===== config.mk =====
export PLATFORM = sky130hd
export DESIGN_NAME = const_load_seq_flat
export DESIGN_NICKNAME = d
export VERILOG_FILES = /design/src/rtl/charis_isa_pkg.sv /design/src/rtl/const_load_seq_if.sv /design/src/rtl/const_split_classify.sv /design/src/rtl/const_load_seq.sv /design/src/flat_wrapper.sv
export SDC_FILE = /design/constraint.sdc
export NUM_CORES = 1
export LEC_CHECK = 0
export CAP_MARGIN = 20
export CELL_PAD_IN_SITES_DETAIL_PLACEMENT = 0
export CELL_PAD_IN_SITES_GLOBAL_PLACEMENT = 1
export CORE_MARGIN = 10
export CORE_UTILIZATION = 36
export DETAILED_ROUTE_END_ITERATION = 12
export PLACE_DENSITY = 0.84
export SLEW_MARGIN = 20
export SYNTH_ARGS = -nofsm -noshare
export SYNTH_HDL_FRONTEND = slang
export SYNTH_SLANG_ARGS = --single-unit

===== constraint.sdc =====
create_clock -name clk -period 1.8 [get_ports clk]
set_input_delay 0.27 -clock clk [delete_from_list [all_inputs] [get_ports clk]]
set_output_delay 0.27 -clock clk [all_outputs]
set_load 0.1 [all_outputs]

===== src/rtl/charis_isa_pkg.sv =====
// Shared ISA definitions for the constant loader: opcodes, instruction field
// positions, sequencer states and the constant-split classification.
package charis_isa_pkg;

    localparam logic [5:0] OPC_LI  = 6'b111000;
    localparam logic [5:0] OPC_LUI = 6'b111001;
    localparam logic [5:0] OPC_ORI = 6'b110011;

    localparam int OPC_MSB = 31;
    localparam int OPC_LSB = 26;
    localparam int RS_MSB  = 25;
    localparam int RS_LSB  = 21;
    localparam int RD_MSB  = 20;
    localparam int RD_LSB  = 16;
    localparam int IMM_MSB = 15;
    localparam int IMM_LSB = 0;

    typedef enum logic [1:0] {
        IDLE,
        EMIT_ONE,
        EMIT_HI,
        EMIT_LO
    } seq_state_e;

    // Which immediate form rebuilds the constant; ordered by priority.
    typedef enum logic [1:0] {
        SPLIT_LI,
        SPLIT_ORI,
        SPLIT_LUI,
        SPLIT_TWO
    } split_case_e;

    // Packs the immediate-form instruction fields into one word.
    function automatic logic [31:0] make_instr(
        input logic [5:0]  opc,
        input logic [4:0]  rs,
        input logic [4:0]  rd,
        input logic [15:0] imm
    );
        logic [31:0] word;
        word = '0;
        word[OPC_MSB:OPC_LSB] = opc;
        word[RS_MSB:RS_LSB]   = rs;
        word[RD_MSB:RD_LSB]   = rd;
        word[IMM_MSB:IMM_LSB] = imm;
        return word;
    endfunction

endpackage


===== src/rtl/const_load_seq_if.sv =====
// Request/response bundle between the constant source, the loader and the
// instruction memory write port.
interface const_load_seq_if;

    logic        in_valid;
    logic        in_ready;
    logic [31:0] in_value;
    logic [4:0]  in_rd;
    logic        out_valid;
    logic        out_ready;
    logic [31:0] out_instr;
    logic        out_last;

    // Constant source / instruction consumer side.
    modport master (
        output in_valid, in_value, in_rd, out_ready,
        input  in_ready, out_valid, out_instr, out_last
    );

    // Loader side.
    modport slave (
        input  in_valid, in_value, in_rd, out_ready,
        output in_ready, out_valid, out_instr, out_last
    );

endinterface


===== src/rtl/const_split_classify.sv =====
// Decides how a 32-bit constant is rebuilt by the decode-side immediate
// extender and splits it into upper and lower 16-bit immediates.
module const_split_classify
    import charis_isa_pkg::*;
(
    input  logic [31:0] value,
    output split_case_e split_case,
    output logic [15:0] hi_imm,
    output logic [15:0] lo_imm
);

    // Sign-extend wins over zero-fill so that small values, including zero,
    // always use li; lui alone only when the low half is empty.
    always_comb begin
        hi_imm = value[31:16];
        lo_imm = value[15:0];
        if (value[31:16] == {16{value[15]}}) begin
            split_case = SPLIT_LI;
        end else if (value[31:16] == 16'h0000) begin
            split_case = SPLIT_ORI;
        end else if (value[15:0] == 16'h0000) begin
            split_case = SPLIT_LUI;
        end else begin
            split_case = SPLIT_TWO;
        end
    end

endmodule


===== src/rtl/const_load_seq.sv =====
// Turns a constant request into one or two immediate-form instruction words
// for a destination register, with valid/ready on both sides.
module const_load_seq
    import charis_isa_pkg::*;
#(
    parameter int CNT_W = 16
) (
    input  logic             clk,
    input  logic             rst_n,
    const_load_seq_if.slave  bus,
    output logic [CNT_W-1:0] instr_count
);

    seq_state_e  state_q;
    seq_state_e  state_d;
    split_case_e split_case;
    logic [15:0] hi_imm;
    logic [15:0] lo_imm;
    logic [15:0] lo_q;
    logic [4:0]  rd_q;
    logic [31:0] instr_q;
    logic        last_q;
    logic [31:0] first_word;
    logic [31:0] second_word;
    logic        accept;
    logic        fire;

    const_split_classify u_classify (
        .value      (bus.in_value),
        .split_case (split_case),
        .hi_imm     (hi_imm),
        .lo_imm     (lo_imm)
    );

    assign accept        = bus.in_valid && (state_q == IDLE);
    assign fire          = (state_q != IDLE) && bus.out_ready;
    assign bus.in_ready  = (state_q == IDLE);
    assign bus.out_valid = (state_q != IDLE);
    assign bus.out_instr = instr_q;
    assign bus.out_last  = last_q;

    // The second word ORs the low half into the register lui just loaded.
    assign second_word = make_instr(OPC_ORI, rd_q, rd_q, lo_q);

    // First word is chosen from the live request so it can be registered at accept.
    always_comb begin
        first_word = '0;
        case (split_case)
            SPLIT_LI:  first_word = make_instr(OPC_LI,  5'd0, bus.in_rd, lo_imm);
            SPLIT_ORI: first_word = make_instr(OPC_ORI, 5'd0, bus.in_rd, lo_imm);
            default:   first_word = make_instr(OPC_LUI, 5'd0, bus.in_rd, hi_imm);
        endcase
    end

    // Sequencer state register.
    always_ff @(posedge clk or negedge rst_n) begin
        if (!rst_n) begin
            state_q <= IDLE;
        end else begin
            state_q <= state_d;
        end
    end

    // Next state: each emit state only advances on a consumer handshake.
    always_comb begin
        state_d = state_q;
        case (state_q)
            IDLE: begin
                if (accept) begin
                    state_d = (split_case == SPLIT_TWO) ? EMIT_HI : EMIT_ONE;
                end
            end
            EMIT_ONE: if (bus.out_ready) state_d = IDLE;
            EMIT_HI:  if (bus.out_ready) state_d = EMIT_LO;
            EMIT_LO:  if (bus.out_ready) state_d = IDLE;
            default:  state_d = IDLE;
        endcase
    end

    // Output word and captured request; held unchanged while the consumer stalls.
    always_ff @(posedge clk or negedge rst_n) begin
        if (!rst_n) begin
            lo_q    <= '0;
            rd_q    <= '0;
            instr_q <= '0;
            last_q  <= 1'b0;
        end else if (accept) begin
            lo_q    <= lo_imm;
            rd_q    <= bus.in_rd;
            instr_q <= first_word;
            last_q  <= (split_case != SPLIT_TWO);
        end else if (fire) begin
            if (state_q == EMIT_HI) begin
                instr_q <= second_word;
                last_q  <= 1'b1;
            end else begin
                last_q  <= 1'b0;
            end
        end
    end

    // Running total of words handed off; wraps silently.
    always_ff @(posedge clk or negedge rst_n) begin
        if (!rst_n) begin
            instr_count <= '0;
        end else if (fire) begin
            instr_count <= instr_count + 1'b1;
        end
    end

endmodule


===== src/flat_wrapper.sv =====
// flat-port wrapper written by rule: the top's interface ports become plain ports
module const_load_seq_flat import charis_isa_pkg::*;
#(
    parameter int CNT_W = 16
)
  (clk, rst_n, instr_count, bus_in_valid, bus_in_value, bus_in_rd, bus_out_ready, bus_in_ready, bus_out_valid, bus_out_instr, bus_out_last);
  const_load_seq_if bus_i ();
  input  logic clk;
  input  logic rst_n;
  output logic [CNT_W-1:0] instr_count;
  input wire logic [$bits(bus_i.in_valid)-1:0] bus_in_valid;
  input wire logic [$bits(bus_i.in_value)-1:0] bus_in_value;
  input wire logic [$bits(bus_i.in_rd)-1:0] bus_in_rd;
  input wire logic [$bits(bus_i.out_ready)-1:0] bus_out_ready;
  output wire logic [$bits(bus_i.in_ready)-1:0] bus_in_ready;
  output wire logic [$bits(bus_i.out_valid)-1:0] bus_out_valid;
  output wire logic [$bits(bus_i.out_instr)-1:0] bus_out_instr;
  output wire logic [$bits(bus_i.out_last)-1:0] bus_out_last;
  assign bus_i.in_valid = bus_in_valid;
  assign bus_i.in_value = bus_in_value;
  assign bus_i.in_rd = bus_in_rd;
  assign bus_i.out_ready = bus_out_ready;
  assign bus_in_ready = bus_i.in_ready;
  assign bus_out_valid = bus_i.out_valid;
  assign bus_out_instr = bus_i.out_instr;
  assign bus_out_last = bus_i.out_last;
  const_load_seq #(.CNT_W(CNT_W)) u_core (.clk(clk), .rst_n(rst_n), .bus(bus_i), .instr_count(instr_count));
endmodule

# After elaboration in Yosys (flattened, before gate mapping)
# Cells that the tools add are included.
# totals
reg_bits	72
output_inout_bits	51
in_bits	41
# op_classes
reduce_logical	12
mux	15
eq_ne	10
addsub	1
# ops
operator	n
$mux W32	3
$pmux W30 S2	1
$logic_not A16 Y1	2
$add A16 B1 Y16 const B	1
$eq A16 B16 Y1	1
$mux W2	6
$eq A2 B2 Y1 const B	3
$pmux W2 S3	1
$reduce_bool A2 Y1	3
$eq A2 B1 Y1 const B	2
$logic_not A2 Y1	2
$mux W1	4
$ne A2 B1 Y1 const B	2
$ne A2 B2 Y1 const B	2
$reduce_and A3 Y1	1
$logic_and A1 B1 Y1	2
$reduce_and A2 Y1	1
$reduce_or A2 Y1	1

# Logic depth before layout (Yosys ltp)
# Gate-level depths: netlist of the first run.
# logic_depth
ltp_word	8
ltp_mapped	7
depth_no_buf	6

# By module
# From an unflattened synthesis of the first run, not the netlist that was laid out.
# hier_totals
cells_unflattened	380
hier_area_um2	3587.2
# modules_own_cells
mod	n_inst	cells_each	area_each_um2
const_load_seq	1	329	3198.1
const_split_classify	1	51	389.1

# Least setup slack after synthesis of the first run
# OpenSTA, ideal clock, no wires.
# synth_timing
path_kind	register to register
startpoint	register u_core.instr_count[0]
endpoint	register u_core.instr_count[10]
setup_ps	158
setup_slack_ps	-298
arrival_ps	1940
required_time_ps	1642
path_stages_with_launch	7
synth_period_minus_slack_ps	2098
cell_sequence	dfrtp_1 -> ha_1 -> and3_4 -> and3_1 -> buf_6 -> nand4_2 -> xnor2_1
# synth_between
elab_chain_cells	1
# synth_lines
element	line_no	text
start: declaration	const_load_seq.sv:11	output logic [CNT_W-1:0] instr_count
start signal: assignment	const_load_seq.sv:107	instr_count <= instr_count + 1'b1;
$add A16 B1 Y16	const_load_seq.sv:107	
# Every way passes these cells.
# A chain may end at the register's enable or synchronous reset.

# Worst setup path after layout of the first run
# layout_timing
startpoint	register u_core.state_q[1]
endpoint	register u_core.instr_q[6] (netlist: u_core.bus.out_instr[6])
# layout_between
elab_chain_cells	4
word_cells_on_any_way	9
# layout_lines
element	line_no	text
start: declaration	const_load_seq.sv:14	seq_state_e state_q;
start signal: assignment	const_load_seq.sv:60	state_q <= state_d;
$logic_not A2 Y1 / $reduce_bool A2 Y1 (equally long branches)	const_load_seq.sv:35, const_load_seq.sv:36	
$logic_and A1 B1 Y1, on equally long branches	const_load_seq.sv:35, const_load_seq.sv:36	
$reduce_bool A2 Y1 (no line)	n/a	
$reduce_and A2 Y1 (no line)	n/a	
end signal: assignment	const_load_seq.sv:90	instr_q <= first_word;
end signal: assignment	const_load_seq.sv:94	instr_q <= second_word;
end: declaration	const_load_seq.sv:21	logic [31:0] instr_q;
# Several ways; a longest one is shown, not always the timed one.

==> results of run 1 <==
==> power by group through the flow <==
| stage | Sequential [mW] | Clock [mW] | Combinational, mW |
|---|---|---|---|
| 6_report | 2.80 | 1.55 | 6.23 |
| 4_1_cts | 2.80 | 1.58 | 6.29 |
| 3_3_place_gp | 2.81 | 0 | 6.21 |
| 3_5_place_dp | 2.83 | 0 | 6.28 |
| 2_1_floorplan | 5.41 | 0 | 1.38 |
| 5_1_grt | 2.87 | 1.64 | 6.56 |
==> metal layers <==
metal | up-vias | wire length [microns] | global-route usage [%]
met2 | 101 | 4060 | 21.4
met1 | 1383 | 4000 | 16.8
li1 | 1367 | - | -
met5 | - | 0 | 0
met3 | 12 | 833 | 6.40
met4 | 0 | 95 | 4.23
==> area by class of cell <==
type                    count  area [sq um]
multi-input cells         227          1290
clock inverters             6           109
clock buffers              10           138
inverters                   4          20.0
well taps                 108           135
flip-flops and latches     70          1760
fillers                   758          3580
repair buffers            135          1600
==> how the worst max path moves through the flow <==
| stage | start | slack, ps | cells after the start | end |
|---|---|---|---|---|
| floorplan | u_core.instr_count[0] | 20 | 6 | u_core.instr_count[10] |
| detailed placement | bus_in_value[23] | -230 | 8 | u_core.bus.out_instr[9] |
| global placement | bus_in_value[23] | -220 | 8 | u_core.bus.out_instr[9] |
| finish | u_core.state_q[1] | 140 | 6 | u_core.bus.out_instr[6] |
| global route | u_core.state_q[1] | 20 | 6 | u_core.bus.out_instr[27] |
| CTS | u_core.state_q[1] | 90 | 6 | u_core.bus.out_instr[9] |
==> cell families after synthesis <==
group / count (synthesis) / synth area share, %
AND/OR/NAND/NOR: 140 / 21.0
flip-flops: 70 / 55.5
AO/OA/AOI/OAI: 68 / 14.1
buffers and inverters: 22 / 4.04
XOR/XNOR: 15 / 4.16
multiplexers: 2 / 0.713
adder cells (fa/ha/maj): 1 / 0.396
other: 1 / 0.119
==> synth_stat cells <==
library cell / number
nor4_1: 8
a32oi_1: 1
nand2_2: 1
buf_4: 4
buf_2: 6
nor2_1: 3
a21oi_1: 37
and3_4: 1
o22a_1: 1
o21a_1: 1
and4_4: 3
nor2_2: 1
a221oi_2: 1
inv_1: 3
xor2_1: 3
nand3_2: 3
inv_2: 1
nor2b_1: 1
or3_1: 1
a21boi_0: 5
nor3_2: 1
o221ai_1: 1
or2_4: 1
a221oi_1: 14
a31o_4: 1
and4_1: 1
nand4_1: 6
o21ai_0: 5
and2_1: 1
clkbuf_1: 5
a22o_1: 1
conb_1: 1
ha_1: 1
nand2_1: 98
nand4_2: 1
dfrtp_1: 70
xnor2_1: 12
and3_1: 4
buf_6: 3
mux2_2: 2
nand3_1: 5
==> per-stage QoR <==
step / cell area (sq um) / std cells / hold WS, ps / util, %
4_1_cts: 5040 / 560 / 457 / 58.4
3_5_place_dp: 4790 / 543 / 325 / 55.4
6_report: 5050 / 560 / 462 / 58.5
2_1_floorplan: 3170 / 319 / -25.6 / -
5_1_grt: 5050 / 560 / 472 / 58.5
3_3_place_gp: 4790 / 543 / 323 / 55.4
==> state kept, by name, indices dropped and copies added (netlist names) <==
signal / cells
u_core.bus.out_instr: 30
u_core.state_q: 2
u_core.instr_count: 16
u_core.rd_q: 5
u_core.lo_q: 16
u_core.bus.out_last: 1
==> worst max-delay path: stages (launching register included) <==
cell and delay [ps]:
dfrtp_1 410, or2_4 310, inv_6 80, nand2_1 150, buf_12 220, a221oi_1 310
a21oi_1 70
==> repair_timing <==
item	4_1_cts	5_1_grt
endpoints found under the hold margin	70	0
setup endpoints to repair	0	2
resized for setup	0	2
hold buffers	1	0
==> impl_metrics.toml, run 1 <==
[clocking]
cts_made_buffers = 9
post-cts-setup-buffer-count = 0
cts_max_level = 3
tritoncts = "yes"
clk_pin_slew_ps = 80
clk_latency_ps = 340
root_buffer = "clkbuf_8"
cts_sinks = 70
cts_buffer_depth = 2

[floorplan]
core_sq_mm = 0.00864
start_util_pct = 36.6
die_y_microns = 114
die_x_microns = 114
dieArea_sq_mm = 0.0129
pin_count = 92
std_cell_rows = 34

[power]
power.share.clock_pct = 14.6
combPwrFrac_pct = 58.9
switching_share_pct = 51.0
p_total_mw = 10.6
cellLeakagePower_nw = 2.31
power_frac_seq_pct = 26.4
peakVddDrop_mv = 1.56
powerDensity_mw_per_mm2 = 2090
power.switching_mw = 5.39
power.internal_mw = 5.18

[critical_path]
timing.rr.end = "u_core.bus.out_instr[6]"
crit_fanout = 36
r2r_slack_ps = 140
critPathRequiredTime_ps = 2010
crit_type = "reg2reg"
cp_data_arrival_time_ps = 1880
crit_path_start_kind = "flip-flop"
critPathCaptureType = "flip-flop"
reg2reg_from = "u_core.state_q[1]"
reg2reg_depth = 6

[final_layout]
nNetsFinal = 489
diodes = 0
drive_gt1_share_pct = 30.8
syn_to_final_growth_pct = 60.1
final_cell_mix = "nand2_1, dfrtp_1, buf_4"
layout_commonest_cell = "nand2_1"

[routing]
drc = 0
drt-total-wl_mm = 8.99
vias_per_cell = 5.11
dr.pass1.iters = 4
vias = 2863
drt-initial-drc-count = 170
wl_per_cell_microns = 16.1
antenna_left = 0

[logic_synthesis]
syn_nets = 361
ys_ff_latch = 70
synth_cell_types = 41
yosys.area.top_type = "dfrtp_1"
synth_area_leaders = "dfrtp_1, nand2_1, a21oi_1, a221oi_1, xnor2_1"
avgSynthCellArea_sq_um = 9.90
yosys_warnings = 0
synthCells = 319
yosysSeqAreaShare_pct = 55.5
synth_top_area_share_pct = 55.5
synthesis.area_sq_mm = 0.00316

[place]
io_buffers = 90
pre_cts_ws_ps = -233
dp_hpwl_mm = 6.78
gp_congestion = 0.890

[sta]
finClkSkew_ps = 9.62
rsz0062_at_grt = "false"
setup_viol = 0
hold_viol = 0
clock.fmax_mhz = 601
final.setup.worst_slack_ps = 136
layout_min_cycle_time_ps = 1660
drv_slew = 0
final.setup.tns_ps = 0
period_share_pct = 92.5

[grt]
grt_pass1_wl_mm = 14.7
grt.total_usage_pct = 13.9
grt_overflow = 0
grt_start_max_net_pins = 71
antenna_found_initial = 0
grt_pass1_vias = 3061

[min_path]
hold_class = "in2async"

[run]
cap_violations = 0

[run_status]
status = "completed"
Note: power is estimated with default switching activity, not from simulation.
==> run 2, diff against run 1 <==
--- a/config.mk
+++ b/config.mk
@@ -10,7 +10,9 @@
 export CELL_PAD_IN_SITES_GLOBAL_PLACEMENT = 1
 export CORE_MARGIN = 10
 export CORE_UTILIZATION = 36
+export CTS_CLUSTER_DIAMETER = 200
 export DETAILED_ROUTE_END_ITERATION = 12
+export GPL_TIMING_DRIVEN = 0
 export PLACE_DENSITY = 0.84
 export SLEW_MARGIN = 20
 export SYNTH_ARGS = -nofsm -noshare
==> impl_metrics.toml, run 2 (synthesis results as in run 1) <==
[floorplan]
dieArea_sq_mm = 0.0129
std_cell_rows = 34
core_sq_mm = 0.00864
die_x_microns = 114
start_util_pct = 36.6
pin_count = 92
die_y_microns = 114

[clocking]
post-cts-setup-buffer-count = 0
root_buffer = "clkbuf_8"
tritoncts = "yes"
cts_buffer_depth = 2
clk_latency_ps = 350
cts_made_buffers = 9
clk_pin_slew_ps = 80
cts_max_level = 3
cts_sinks = 70

[critical_path]
cp_data_arrival_time_ps = 1980
crit_fanout = 10
r2r_slack_ps = 100
crit_chain = "clkdlybuf4s50_1 -> nand4_1 -> nor2_2 -> nand3_4 -> buf_6 -> a221oi_1 -> a21oi_1"
timing.rr.end = "u_core.bus.out_instr[5]"
crit_path_start_kind = "input pin"
critPathRequiredTime_ps = 2020
slowest_delay_ps = 560
slowest_stage = "clkdlybuf4s50_1"
critPathCaptureType = "flip-flop"
reg2reg_from = "u_core.state_q[1]"
crit_family = "buffers and inverters"
path_buf_inv = 2
crit_type = "in2reg"
reg2reg_depth = 6

[power]
powerDensity_mw_per_mm2 = 2100
cellLeakagePower_nw = 1.97
peakVddDrop_mv = 1.03

[routing]
drc = 0
drt-initial-drc-count = 145
dr.pass1.iters = 4
vias_per_cell = 5.19
wl_per_cell_microns = 17.2
drt-total-wl_mm = 9.17
vias = 2770
antenna_left = 0

[grt]
grt.total_usage_pct = 14.5
grt_start_max_net_pins = 50
grt_pass1_wl_mm = 15.2
grt_overflow = 0
grt_pass1_vias = 2978
antenna_found_initial = 0

[final_layout]
diodes = 0
syn_to_final_growth_pct = 43.1
fin_area_sq_mm = 0.00452
ff_latch_area_sq_mm = 0.00176
drive_gt1_share_pct = 24.9
fill_cells = 792
largest_reg_flops = 30
final_cell_mix = "nand2_1, dfrtp_1, clkdlybuf4s15_2"
multi_input_area_sq_mm = 0.00129
nNetsFinal = 464
layout_commonest_cell = "nand2_1"

[place]
gp_congestion = 0.933
dp_hpwl_mm = 7.12
pre_cts_ws_ps = -355
io_buffers = 90
place_area_sq_mm = 0.00424

[sta]
layout_min_cycle_time_ps = 1760
final.setup.worst_slack_ps = 38.5
clock.fmax_mhz = 568
maxSlewHeadroom_pct = 61.8
tightest_slew_ps = 576
finClkSkew_ps = 11.7
drv_slew = 0
period_share_pct = 97.9
timing.hold.ws_ps = 358
hold_viol = 0
rsz0062_at_grt = "true"
setup_viol = 0

[min_path]
hold_class = "in2async"

[run_status]
status = "completed"

[run]
cap_violations = 0
-- run 2: worst max-delay path by stage --
stage | endpoint | cells after the start | from | slack, ps
final | u_core.bus.out_instr[5] | 7 | bus_in_value[15] | 40
after global routing | u_core.bus.out_instr[9] | 7 | bus_in_value[15] | -7
after CTS | bus_out_instr[25] | 1 | u_core.bus.out_instr[25] | 2
after detailed placement | u_core.bus.out_instr[9] | 7 | bus_in_value[15] | -350
after global placement | u_core.instr_count[0] | 1 | rst_n | -2160
after floorplan | u_core.instr_count[10] | 6 | u_core.instr_count[0] | 20
-- run 2: worst register-to-register path: stages, from the launching register on --
cell and delay, ps:
dfrtp_1 410, or2_4 300, inv_6 60, nand2_1 160, buf_2 230, a221oi_1 350
a21oi_1 70
-- run 2: timing repair --
action | 4_1_cts | 5_1_grt
endpoints found under the setup margin | 50 | 10
hold buffers | 1 | 0
hold endpoints to repair | 21 | 0
resized for setup | 154 | 2
-- run 2: layout make-up --
class	instances	area share, %
flip-flops and latches	70	39.0
multi-input cells	227	28.5
repair buffers	92	21.7
clock buffers	10	3.04
well taps	108	2.99
plain buffers	18	2.49
clock inverters	5	1.85
inverters	4	0.443
-- run 2: stage by stage --
stage	total power, mW	cells	TNS, ps	util [%]
after detailed placement	8.29	518	-6260	49.0
after floorplan	6.79	319	0	-
final	9.48	534	0	52.3
after CTS	9.58	534	0	52.3
after global routing	9.98	534	-12.6	52.3
after global placement	8.20	517	-140270	48.8
-- run 2: per-layer routing --
metal  wire length [microns]  vias up  track usage, %
met4                      99        0            4.57
met2                    4070       90            22.2
met1                    4230     1353            18.4
met5                       0        -               0
met3                     768        6            5.88
li1                        -     1321               -
-- run 2: power breakdown --
group / leakage [nW] / internal [mW] / switching, mW
clock: 0.105 / 0.812 / 0.594
sequential: 0.856 / 2.23 / 0.404
combinational: 1.01 / 1.20 / 4.23
total: 1.97 / 4.25 / 5.23
